$ cat config.mk
export PLATFORM = sky130hd
export DESIGN_NAME = network_bf_in_flat
export DESIGN_NICKNAME = d
export VERILOG_FILES = /design/src/rtl/network_bf_in_pkg.sv /design/src/rtl/network_bf_in_if.sv /design/src/rtl/shifter.sv /design/src/rtl/network_bf_in.sv /design/src/flat_wrapper.sv
export SDC_FILE = /design/constraint.sdc
export NUM_CORES = 1
export LEC_CHECK = 0
export CORE_ASPECT_RATIO = 0.6
export CORE_MARGIN = 5
export CORE_UTILIZATION = 45
export DETAILED_ROUTE_END_ITERATION = 8
export GPL_ROUTABILITY_DRIVEN = 0
export GPL_TIMING_DRIVEN = 0
export PLACE_DENSITY = 0.74
export SYNTH_ARGS = -nofsm -noshare
export SYNTH_HDL_FRONTEND = slang
export SYNTH_SLANG_ARGS = --single-unit
$ cat constraint.sdc
create_clock -name clk -period 2.2 [get_ports clk]
set_input_delay 0.44 -clock clk [delete_from_list [all_inputs] [get_ports clk]]
set_output_delay 0.44 -clock clk [all_outputs]
set_load 0.01 [all_outputs]
$ cat src/rtl/network_bf_in_pkg.sv
// Shared types and constants for the NTT read-side crossbar.
// Bank-index type, lane-to-butterfly-port mapping, and delay-line word layout.
package network_bf_in_pkg;

    localparam int DATA_WIDTH = 12;
    localparam int NUM_LANES  = 4;
    localparam int BANK_W     = 2;

    typedef logic [BANK_W-1:0] bank_idx_t;

    localparam int LANE_BF0_UP = 0;
    localparam int LANE_BF0_LO = 1;
    localparam int LANE_BF1_UP = 2;
    localparam int LANE_BF1_LO = 3;

    // Delay-line word: {valid, sel_b_3, sel_b_2, sel_b_1, sel_b_0}
    localparam int SEL_VEC_W = 1 + NUM_LANES * BANK_W;
    localparam int VLD_BIT   = SEL_VEC_W - 1;

    function automatic int max_depth(input int a, input int b);
        return (a > b) ? a : b;
    endfunction

endpackage

$ cat src/rtl/network_bf_in_if.sv
// Bundle between the read scheduler / memory banks and the butterfly input crossbar.
interface network_bf_in_if #(
    parameter int data_width = network_bf_in_pkg::DATA_WIDTH
);
    import network_bf_in_pkg::*;

    logic                  sel;
    logic                  valid_in;
    bank_idx_t             sel_b_0;
    bank_idx_t             sel_b_1;
    bank_idx_t             sel_b_2;
    bank_idx_t             sel_b_3;
    logic [data_width-1:0] q0;
    logic [data_width-1:0] q1;
    logic [data_width-1:0] q2;
    logic [data_width-1:0] q3;
    logic [data_width-1:0] bf_0_upper;
    logic [data_width-1:0] bf_0_lower;
    logic [data_width-1:0] bf_1_upper;
    logic [data_width-1:0] bf_1_lower;
    logic                  valid_out;

    modport master (
        output sel, valid_in, sel_b_0, sel_b_1, sel_b_2, sel_b_3,
        output q0, q1, q2, q3,
        input  bf_0_upper, bf_0_lower, bf_1_upper, bf_1_lower, valid_out
    );

    modport slave (
        input  sel, valid_in, sel_b_0, sel_b_1, sel_b_2, sel_b_3,
        input  q0, q1, q2, q3,
        output bf_0_upper, bf_0_lower, bf_1_upper, bf_1_lower, valid_out
    );

endinterface

$ cat src/rtl/shifter.sv
// Fixed-depth register delay line with asynchronous clear.
module shifter #(
    parameter int data_width = 9,
    parameter int depth      = 1
) (
    input  logic                  clk,
    input  logic                  rst,
    input  logic [data_width-1:0] din,
    output logic [data_width-1:0] dout
);

    logic [data_width-1:0] stage [depth];

    always_ff @(posedge clk or posedge rst) begin
        if (rst) begin
            for (int i = 0; i < depth; i++) stage[i] <= '0;
        end else begin
            stage[0] <= din;
            for (int i = 1; i < depth; i++) stage[i] <= stage[i-1];
        end
    end

    assign dout = stage[depth-1];

endmodule

$ cat src/rtl/network_bf_in.sv
// Read-side crossbar: routes bank words q0..q3 onto the two butterflies' inputs,
// with bank selects delayed to meet the returning read data of the active schedule.
module network_bf_in
    import network_bf_in_pkg::*;
#(
    parameter int data_width = DATA_WIDTH,
    parameter int depth_s    = 1,
    parameter int depth_i    = 2
) (
    input  logic                 clk,
    input  logic                 rst,
    network_bf_in_if.slave       bus
);

    localparam int GUARD_MAX = max_depth(depth_s, depth_i);
    localparam int GUARD_W   = $clog2(GUARD_MAX + 1);

    logic [SEL_VEC_W-1:0]  rd_sel_p0;
    logic [SEL_VEC_W-1:0]  rd_sel_s_p1;
    logic [SEL_VEC_W-1:0]  rd_sel_i_p1;
    logic [SEL_VEC_W-1:0]  rd_sel_p1;
    logic                  vld_p1;
    logic [data_width-1:0] lane_mux_p1 [NUM_LANES];

    logic                  sel_q;
    logic                  primed;
    logic [GUARD_W-1:0]    guard;
    logic [GUARD_W-1:0]    guard_nxt;

    function automatic logic [data_width-1:0] bank_mux(
        input bank_idx_t             b,
        input logic [data_width-1:0] d0,
        input logic [data_width-1:0] d1,
        input logic [data_width-1:0] d2,
        input logic [data_width-1:0] d3
    );
        case (b)
            2'd0:    return d0;
            2'd1:    return d1;
            2'd2:    return d2;
            default: return d3;
        endcase
    endfunction

    // ---- stage p0: read issue, selects enter both schedule delay lines ----
    assign rd_sel_p0 = {bus.valid_in, bus.sel_b_3, bus.sel_b_2, bus.sel_b_1, bus.sel_b_0};

    shifter #(.data_width(SEL_VEC_W), .depth(depth_s)) u_dly_ntt (
        .clk  (clk),
        .rst  (rst),
        .din  (rd_sel_p0),
        .dout (rd_sel_s_p1)
    );

    shifter #(.data_width(SEL_VEC_W), .depth(depth_i)) u_dly_intt (
        .clk  (clk),
        .rst  (rst),
        .din  (rd_sel_p0),
        .dout (rd_sel_i_p1)
    );

    // ---- stage p1: delayed selects meet bank data, combinational 4:1 per lane ----
    assign rd_sel_p1 = bus.sel ? rd_sel_i_p1 : rd_sel_s_p1;
    assign vld_p1    = rd_sel_p1[VLD_BIT];

    always_comb begin
        for (int k = 0; k < NUM_LANES; k++) begin
            lane_mux_p1[k] = bank_mux(bank_idx_t'(rd_sel_p1[BANK_W*k +: BANK_W]),
                                      bus.q0, bus.q1, bus.q2, bus.q3);
        end
    end

    // Guard uses the next counter value so blanking starts on the first output
    // after a toggle and lasts exactly GUARD_MAX cycles.
    always_comb begin
        guard_nxt = guard;
        if (bus.sel != sel_q) begin
            guard_nxt = GUARD_W'(GUARD_MAX);
        end else if (guard != '0) begin
            guard_nxt = guard - GUARD_W'(1);
        end
    end

    // ---- stage p2: registered butterfly operands ----
    always_ff @(posedge clk or posedge rst) begin
        if (rst) begin
            sel_q          <= 1'b0;
            guard          <= '0;
            primed         <= 1'b0;
            bus.valid_out  <= 1'b0;
            bus.bf_0_upper <= '0;
            bus.bf_0_lower <= '0;
            bus.bf_1_upper <= '0;
            bus.bf_1_lower <= '0;
        end else begin
            sel_q         <= bus.sel;
            guard         <= guard_nxt;
            primed        <= primed | vld_p1;
            bus.valid_out <= vld_p1 & (guard_nxt == '0);
            // Operands hold zero after reset until the first delayed read lands.
            if (primed || vld_p1) begin
                bus.bf_0_upper <= lane_mux_p1[LANE_BF0_UP];
                bus.bf_0_lower <= lane_mux_p1[LANE_BF0_LO];
                bus.bf_1_upper <= lane_mux_p1[LANE_BF1_UP];
                bus.bf_1_lower <= lane_mux_p1[LANE_BF1_LO];
            end
        end
    end

endmodule

$ cat src/flat_wrapper.sv
// flat-port wrapper written by rule: the top's interface ports become plain ports
module network_bf_in_flat import network_bf_in_pkg::*;
#(
    parameter int data_width = DATA_WIDTH,
    parameter int depth_s    = 1,
    parameter int depth_i    = 2
)
  (clk, rst, bus_sel, bus_valid_in, bus_sel_b_0, bus_sel_b_1, bus_sel_b_2, bus_sel_b_3, bus_q0, bus_q1, bus_q2, bus_q3, bus_bf_0_upper, bus_bf_0_lower, bus_bf_1_upper, bus_bf_1_lower, bus_valid_out);
  network_bf_in_if #(.data_width(data_width)) bus_i ();
  input  logic clk;
  input  logic rst;
  input wire logic [$bits(bus_i.sel)-1:0] bus_sel;
  input wire logic [$bits(bus_i.valid_in)-1:0] bus_valid_in;
  input wire logic [$bits(bus_i.sel_b_0)-1:0] bus_sel_b_0;
  input wire logic [$bits(bus_i.sel_b_1)-1:0] bus_sel_b_1;
  input wire logic [$bits(bus_i.sel_b_2)-1:0] bus_sel_b_2;
  input wire logic [$bits(bus_i.sel_b_3)-1:0] bus_sel_b_3;
  input wire logic [$bits(bus_i.q0)-1:0] bus_q0;
  input wire logic [$bits(bus_i.q1)-1:0] bus_q1;
  input wire logic [$bits(bus_i.q2)-1:0] bus_q2;
  input wire logic [$bits(bus_i.q3)-1:0] bus_q3;
  output wire logic [$bits(bus_i.bf_0_upper)-1:0] bus_bf_0_upper;
  output wire logic [$bits(bus_i.bf_0_lower)-1:0] bus_bf_0_lower;
  output wire logic [$bits(bus_i.bf_1_upper)-1:0] bus_bf_1_upper;
  output wire logic [$bits(bus_i.bf_1_lower)-1:0] bus_bf_1_lower;
  output wire logic [$bits(bus_i.valid_out)-1:0] bus_valid_out;
  assign bus_i.sel = bus_sel;
  assign bus_i.valid_in = bus_valid_in;
  assign bus_i.sel_b_0 = bus_sel_b_0;
  assign bus_i.sel_b_1 = bus_sel_b_1;
  assign bus_i.sel_b_2 = bus_sel_b_2;
  assign bus_i.sel_b_3 = bus_sel_b_3;
  assign bus_i.q0 = bus_q0;
  assign bus_i.q1 = bus_q1;
  assign bus_i.q2 = bus_q2;
  assign bus_i.q3 = bus_q3;
  assign bus_bf_0_upper = bus_i.bf_0_upper;
  assign bus_bf_0_lower = bus_i.bf_0_lower;
  assign bus_bf_1_upper = bus_i.bf_1_upper;
  assign bus_bf_1_lower = bus_i.bf_1_lower;
  assign bus_valid_out = bus_i.valid_out;
  network_bf_in #(.data_width(data_width), .depth_s(depth_s), .depth_i(depth_i)) u_core (.clk(clk), .rst(rst), .bus(bus_i));
endmodule
== Word-level counts from Yosys, hierarchy flattened ==
Index checks and enable logic that the tools add are counted.

* Bits in latches: 0
* ROM bits: 0
* Memories: 0
* Register bits: 71
* Output and inout port bits: 49
* RAM bits: 0
* Bits of input ports: 60

* Bitwise operators: 2
* $lt $le $gt $ge: 0
* Equal/unequal tests: 9
* Add/subtract/negate cells: 1
* $mul: 0
* Reduce and logical (&&, ||, !) cells: 7
* Multiplexer cells: 7
* Div/mod/pow operators: 0
* Shift-type cells: 0

{| class="wikitable"
|+ Operators by type and width
! kind !! number
|-
| one-hot mux 12 bit (3 select lines) || 4
|-
| zero test 2 bit || 5
|-
| two-way mux 9 bit || 1
|-
| equality test 2 x 1 -> 1 bit, second input constant || 4
|-
| equality test 2 bit, second input constant || 4
|-
| two-way mux 2 bit || 2
|-
| nonzero test 2 bit || 1
|-
| subtractor 2 x 1 -> 2 bit, second input constant || 1
|-
| AND 1 bit || 1
|-
| logical OR 1 bit || 1
|-
| != test 1 bit || 1
|-
| OR 1 bit || 1
|}

== Depth between registers and ports, before layout ==
* Depth after elaboration: 5
* Depth in mapped cells: 8
* Depth with buffers taken out: 5

== By module ==
Synthesis repeated with hierarchy kept, for this count alone.

* Cells, all modules: 558
* Area, all modules: 4946.0 um^2

{| class="wikitable"
|+ Modules (own cells, without submodules)
! module !! sequential area each (um^2) !! cells an instance !! times used !! area an instance (um^2)
|-
| network_bf_in || 1326.3 || 520 || 1 || 4195.3
|-
| shifter at u_core.u_dly_intt || 450.4 || 28 || 1 || 521.8
|-
| shifter at u_core.u_dly_ntt || 225.2 || 10 || 1 || 229.0
|}

== Least setup slack after synthesis ==
OpenSTA, ideal clock, no wires.

* Path type: input -> register
* Start: input port bus_sel
* End: register u_core.bus.bf_0_upper[0]
* Arrival: 1.590 ns
* Stages: 6
* Setup time: 0.130 ns
* Setup slack: 0.480 ns
* Buffers on the path: 2
* Cell sequence: buf_6 buf_6 mux2i_2 or2b_1 a222oi_1 o21ai_1

* Longest elaborated chain between the ends: 3
* Elaborated cells on any way between the ends: 6
* Classes of those cells: eq/ne (2); mux (2); reduce/logical (2)

{| class="wikitable"
|+ Ends and longest elaborated chain
! item !! RTL line !! source
|-
| start: declaration || flat_wrapper.sv:12 || <nowiki>input wire logic [$bits(bus_i.sel)-1:0] bus_sel;</nowiki>
|-
| two-way mux 9 bit * || network_bf_in.sv:63 || <nowiki>assign rd_sel_p1 = bus.sel ? rd_sel_i_p1 : rd_sel_s_p1;</nowiki>
|-
| equality test 2 bit, or another cell as far along || network_bf_in.sv:37 || <nowiki>case (b)</nowiki>
|-
| one-hot mux 12 bit (3 select lines) || network_bf_in.sv:37 ||
|-
| end signal: assignment || network_bf_in.sv:102 || <nowiki>bus.bf_0_upper <= lane_mux_p1[LANE_BF0_UP];</nowiki>
|-
| end: declaration || network_bf_in_if.sv:32 || <nowiki>output bf_0_upper, bf_0_lower, bf_1_upper, bf_1_lower, valid_out</nowiki>
|}

Every way passes the cells marked *; elsewhere a longest branch is shown, timed or not.
A chain may end at the register's enable or synchronous reset.

== Worst setup path after layout ==
* Start: register u_core.u_dly_intt.stage, in the netlist u_core.u_dly_intt.dout[1]
* End: register u_core.bus.bf_0_upper[0]

* Longest elaborated chain between the ends: 3
* Elaborated cells on any way between the ends: 5
* Classes of those cells: eq/ne (2); mux (2); reduce/logical (1)

{| class="wikitable"
|+ Ends and longest elaborated chain
! item !! RTL line !! source
|-
| start: declaration || shifter.sv:12 || <nowiki>logic [data_width-1:0] stage [depth];</nowiki>
|-
| two-way mux 9 bit * || network_bf_in.sv:63 ||
|-
| equality test 2 bit, or another cell as far along || network_bf_in.sv:37 ||
|-
| one-hot mux 12 bit (3 select lines) * || network_bf_in.sv:37 ||
|}

Marks and branches as above.

==> impl_results.md <==
* Run status: complete, no violations
* First-pass GRT wire length at 27.3 mm
* Die ar. at 12000 µm²
* Die height at 86.8 µm
* # setup viols final at 0
* Leakage power of the design at 2.32 nW
* CTS clock-pin slew for the worst setup and hold paths at 0.06 ns
* # diodes at 0
* Met1 usage in global routing at 43.4%
* Share of layout cells above drive strength 1 at 12.2%
* Inserted Clock Buffers at 9
* Synth Area in Simple Gates at 16.5%
* Crit. End Element: flop
* Die width at 138 µm
* Asr flop ratio synth at 100%
* Largest net degree at the start of global routing at 38
* Core ar. at 9740 µm²
* Max_cap viols at 0
* Clock buffer depth at 2
* DRC marker count from the first detailed-route iteration at 745
* Req. time, crit path at 2.41 ns
* Remaining global-route overflow at 0
* IO Pins at 109
* Clock latency on the worst-skew pair at 0.34 ns
* Post-synthesis xor/xnor area fraction at 0.198%
* Post-synth EDFFs at 0
* GR met3 Demand/Resource at 11.7%
* CP arrival at 2.23 ns
* Seq/Total Area, Yosys at 40.2%
* Worst slew margin at 44.0%
* GR Util met2 at 42.8%
* Vias per std cell at 6.59
* Syn avg cell area at 8.88 µm²
* Main synth FF type: dfrtp_1
* Peak VDD IR at 0.390 mV
* Power Density at 654 nW/µm²
* Top cell type's share of synthesized area at 40.2%
* Setup WS post-layout at 0.186 ns
* Vias in the first global route at 4879
* Non-filler cells, final at 760
* Critical path fanouts, max at 8
* Max Slew Vio Count at 0
* Mapped Area at 4420 µm²
* Most Used Layer, Global Route: met1
* Final ANT Viol Nets at 0
* Fmax at 0.497 GHz
* Final hold vios at 0
* Synth area leader: dfrtp_1
* CTS Root Cell: clkbuf_16
* Worst hold slack at 0.356 ns
* First-pass DRT Iterations at 8
* Hold-fix buffers, CTS at 0
* Layout Utilization at 62.9%
* Fin crit share at 91.5%
* Commonest cells after routing, fill and taps aside: clkdlybuf4s50_1, dfrtp_1, o21ai_0
* Drc violations at 0
* Final Skew at 0.00551 ns
* Starting Density at 45.4%
* Post-Syn Instances at 498
* Via count at 5011
* CP Launch Type: flop
* Tot Pwr at 4.01 mW
* Syn Nets at 558
* CP Class: flop to flop
* Antenna violations before repair at 0
* Compound-gate portion of the synthesized area at 34.7%
* Placed Instances at 742
* R2r setup slk at 0.19 ns
* RSZ-0062 raised after global routing: false
* Most common cell after layout, fill and taps aside: clkdlybuf4s50_1
* CTS H-tree lvls at 3
* Overall Global Routing Usage at 30.3%
* Top cells by area, synth: dfrtp_1, o21ai_0, o21ai_1
* Nets@finish at 680
* CTS tree: built
* Slew @ Worst Pin at 0.840 ns
* Placement Rows at 28
* Distinct cells, synth at 57
* Post-route minimum period at 2.01 ns
* Clk sinks at 71
* Main combinational cell family by area after synthesis: compound AO/OA/AOI/OAI gates
* Drt wl/cell at 23.4 µm
* Mux share of post-synthesis cell area at 3.20%
* Area growth syn-to-layout at 38.7%
* Syn. warnings at 0
* HPWL Detailed at 13.0 mm
* Routed WL at 17.8 mm
* Hold Crit Class: input port to flop
* Worst slack, placed at -0.700 ns
* PortBufs at 108
* Adder-cell share of the synthesized area at 0%
* #FFs+latches synth at 71
final cells by class:
class,count,area [µm²]
plain buffers,36,199
clock buffers,11,243
clock inverters,5,33.8
fillers,826,3610
inverters,8,33.8
multi-input cells,380,2540
flip-flops and latches,71,1780
well taps,135,169
repair buffers,114,1140
cell usage after synthesis (4+ instances only):
cell,n
mux2_2,6
o21ai_1,38
and4_1,8
nor3b_1,4
a2bb2oi_1,12
a21boi_0,11
nor3_1,5
nand3b_1,5
nor3b_2,5
a2111oi_0,14
nand2_1,49
buf_2,9
nand2b_1,5
clkbuf_1,21
nor2_1,9
nor4b_1,7
o21a_1,23
dfrtp_1,71
and3b_1,6
a21oi_1,33
a221oi_1,4
o21ai_0,70
nor2b_1,5
a31oi_1,8
buf_6,5
mux2i_1,6
inv_1,7
kinds of logic (layout without fill, tap and decap cells):
logic type,count (synthesis),after routing
AO/OA/AOI/OAI,242,242
XOR/XNOR,1,1
buffers and inverters,47,174
flip-flops,71,71
multiplexers,13,13
AND/OR/NAND/NOR,124,124
where the power goes:
group / switching [mW] / internal (mW) / total [mW]
Combinational: 0.552 / 0.545 / 1.10
Clock: 0.570 / 0.791 / 1.36
Sequential: 0.104 / 1.45 / 1.55
Total: 1.23 / 2.79 / 4.01
metrics by stage:
| stage | instance area [µm²] | setup TNS (ns) |
|---|---|---|
| after floorplan | 4420 | 0 |
| after global placement | 5670 | -17.78 |
| after detailed placement | 5690 | -19.18 |
| after CTS | 6080 | 0 |
| after global routing | 6130 | 0 |
| final | 6130 | 0 |
worst max-delay path, stage by stage (launching register included):
cell and delay (ns):
dfrtp_1 0.50, and3b_1 0.24, buf_6 0.13, or2_1 0.22
buf_2 0.18, a222oi_1 0.49, o21ai_1 0.12
path summary, 6_finish.rpt:
kind                                              from                        end  depth (start not counted)
max in group asynchronous                          rst   u_core.bus.bf_1_upper[1]                          3
max                          u_core.u_dly_intt.dout[1]   u_core.bus.bf_0_upper[0]                          6
max reg2reg                  u_core.u_dly_intt.dout[1]   u_core.bus.bf_0_upper[0]                          6
min                                            bus_sel               u_core.sel_q                          1
min reg2reg                u_core.u_dly_intt.stage[13]  u_core.u_dly_intt.dout[4]                          0
min in group asynchronous                          rst  u_core.bus.bf_0_upper[11]                          2
flip-flops by register name, summed over array words and instances, names as in the netlist:
register / cells
u_core.bus.bf_0_lower: 12
u_core.bus.bf_0_upper: 12
u_core.bus.bf_1_lower: 12
u_core.bus.bf_1_upper: 12
u_core.bus.valid_out: 1
u_core.guard: 2
u_core.primed: 1
u_core.sel_q: 1
u_core.u_dly_intt.dout: 9
u_core.u_dly_intt.stage: 9
routing by layer:
layer | up-vias | routed length, µm
met4 | 0 | 421
met3 | 57 | 2830
met1 | 2373 | 7450
li1 | 2137 | -
met5 | - | 0
met2 | 444 | 7070
timing repair:
item	in CTS	in global routing
endpoints found under the setup margin	32	42
pin swaps	0	2
buffers inserted	4	0
resized for setup	24	19
gates cloned	0	1
No activity file was read; power rests on OpenSTA's default activity.
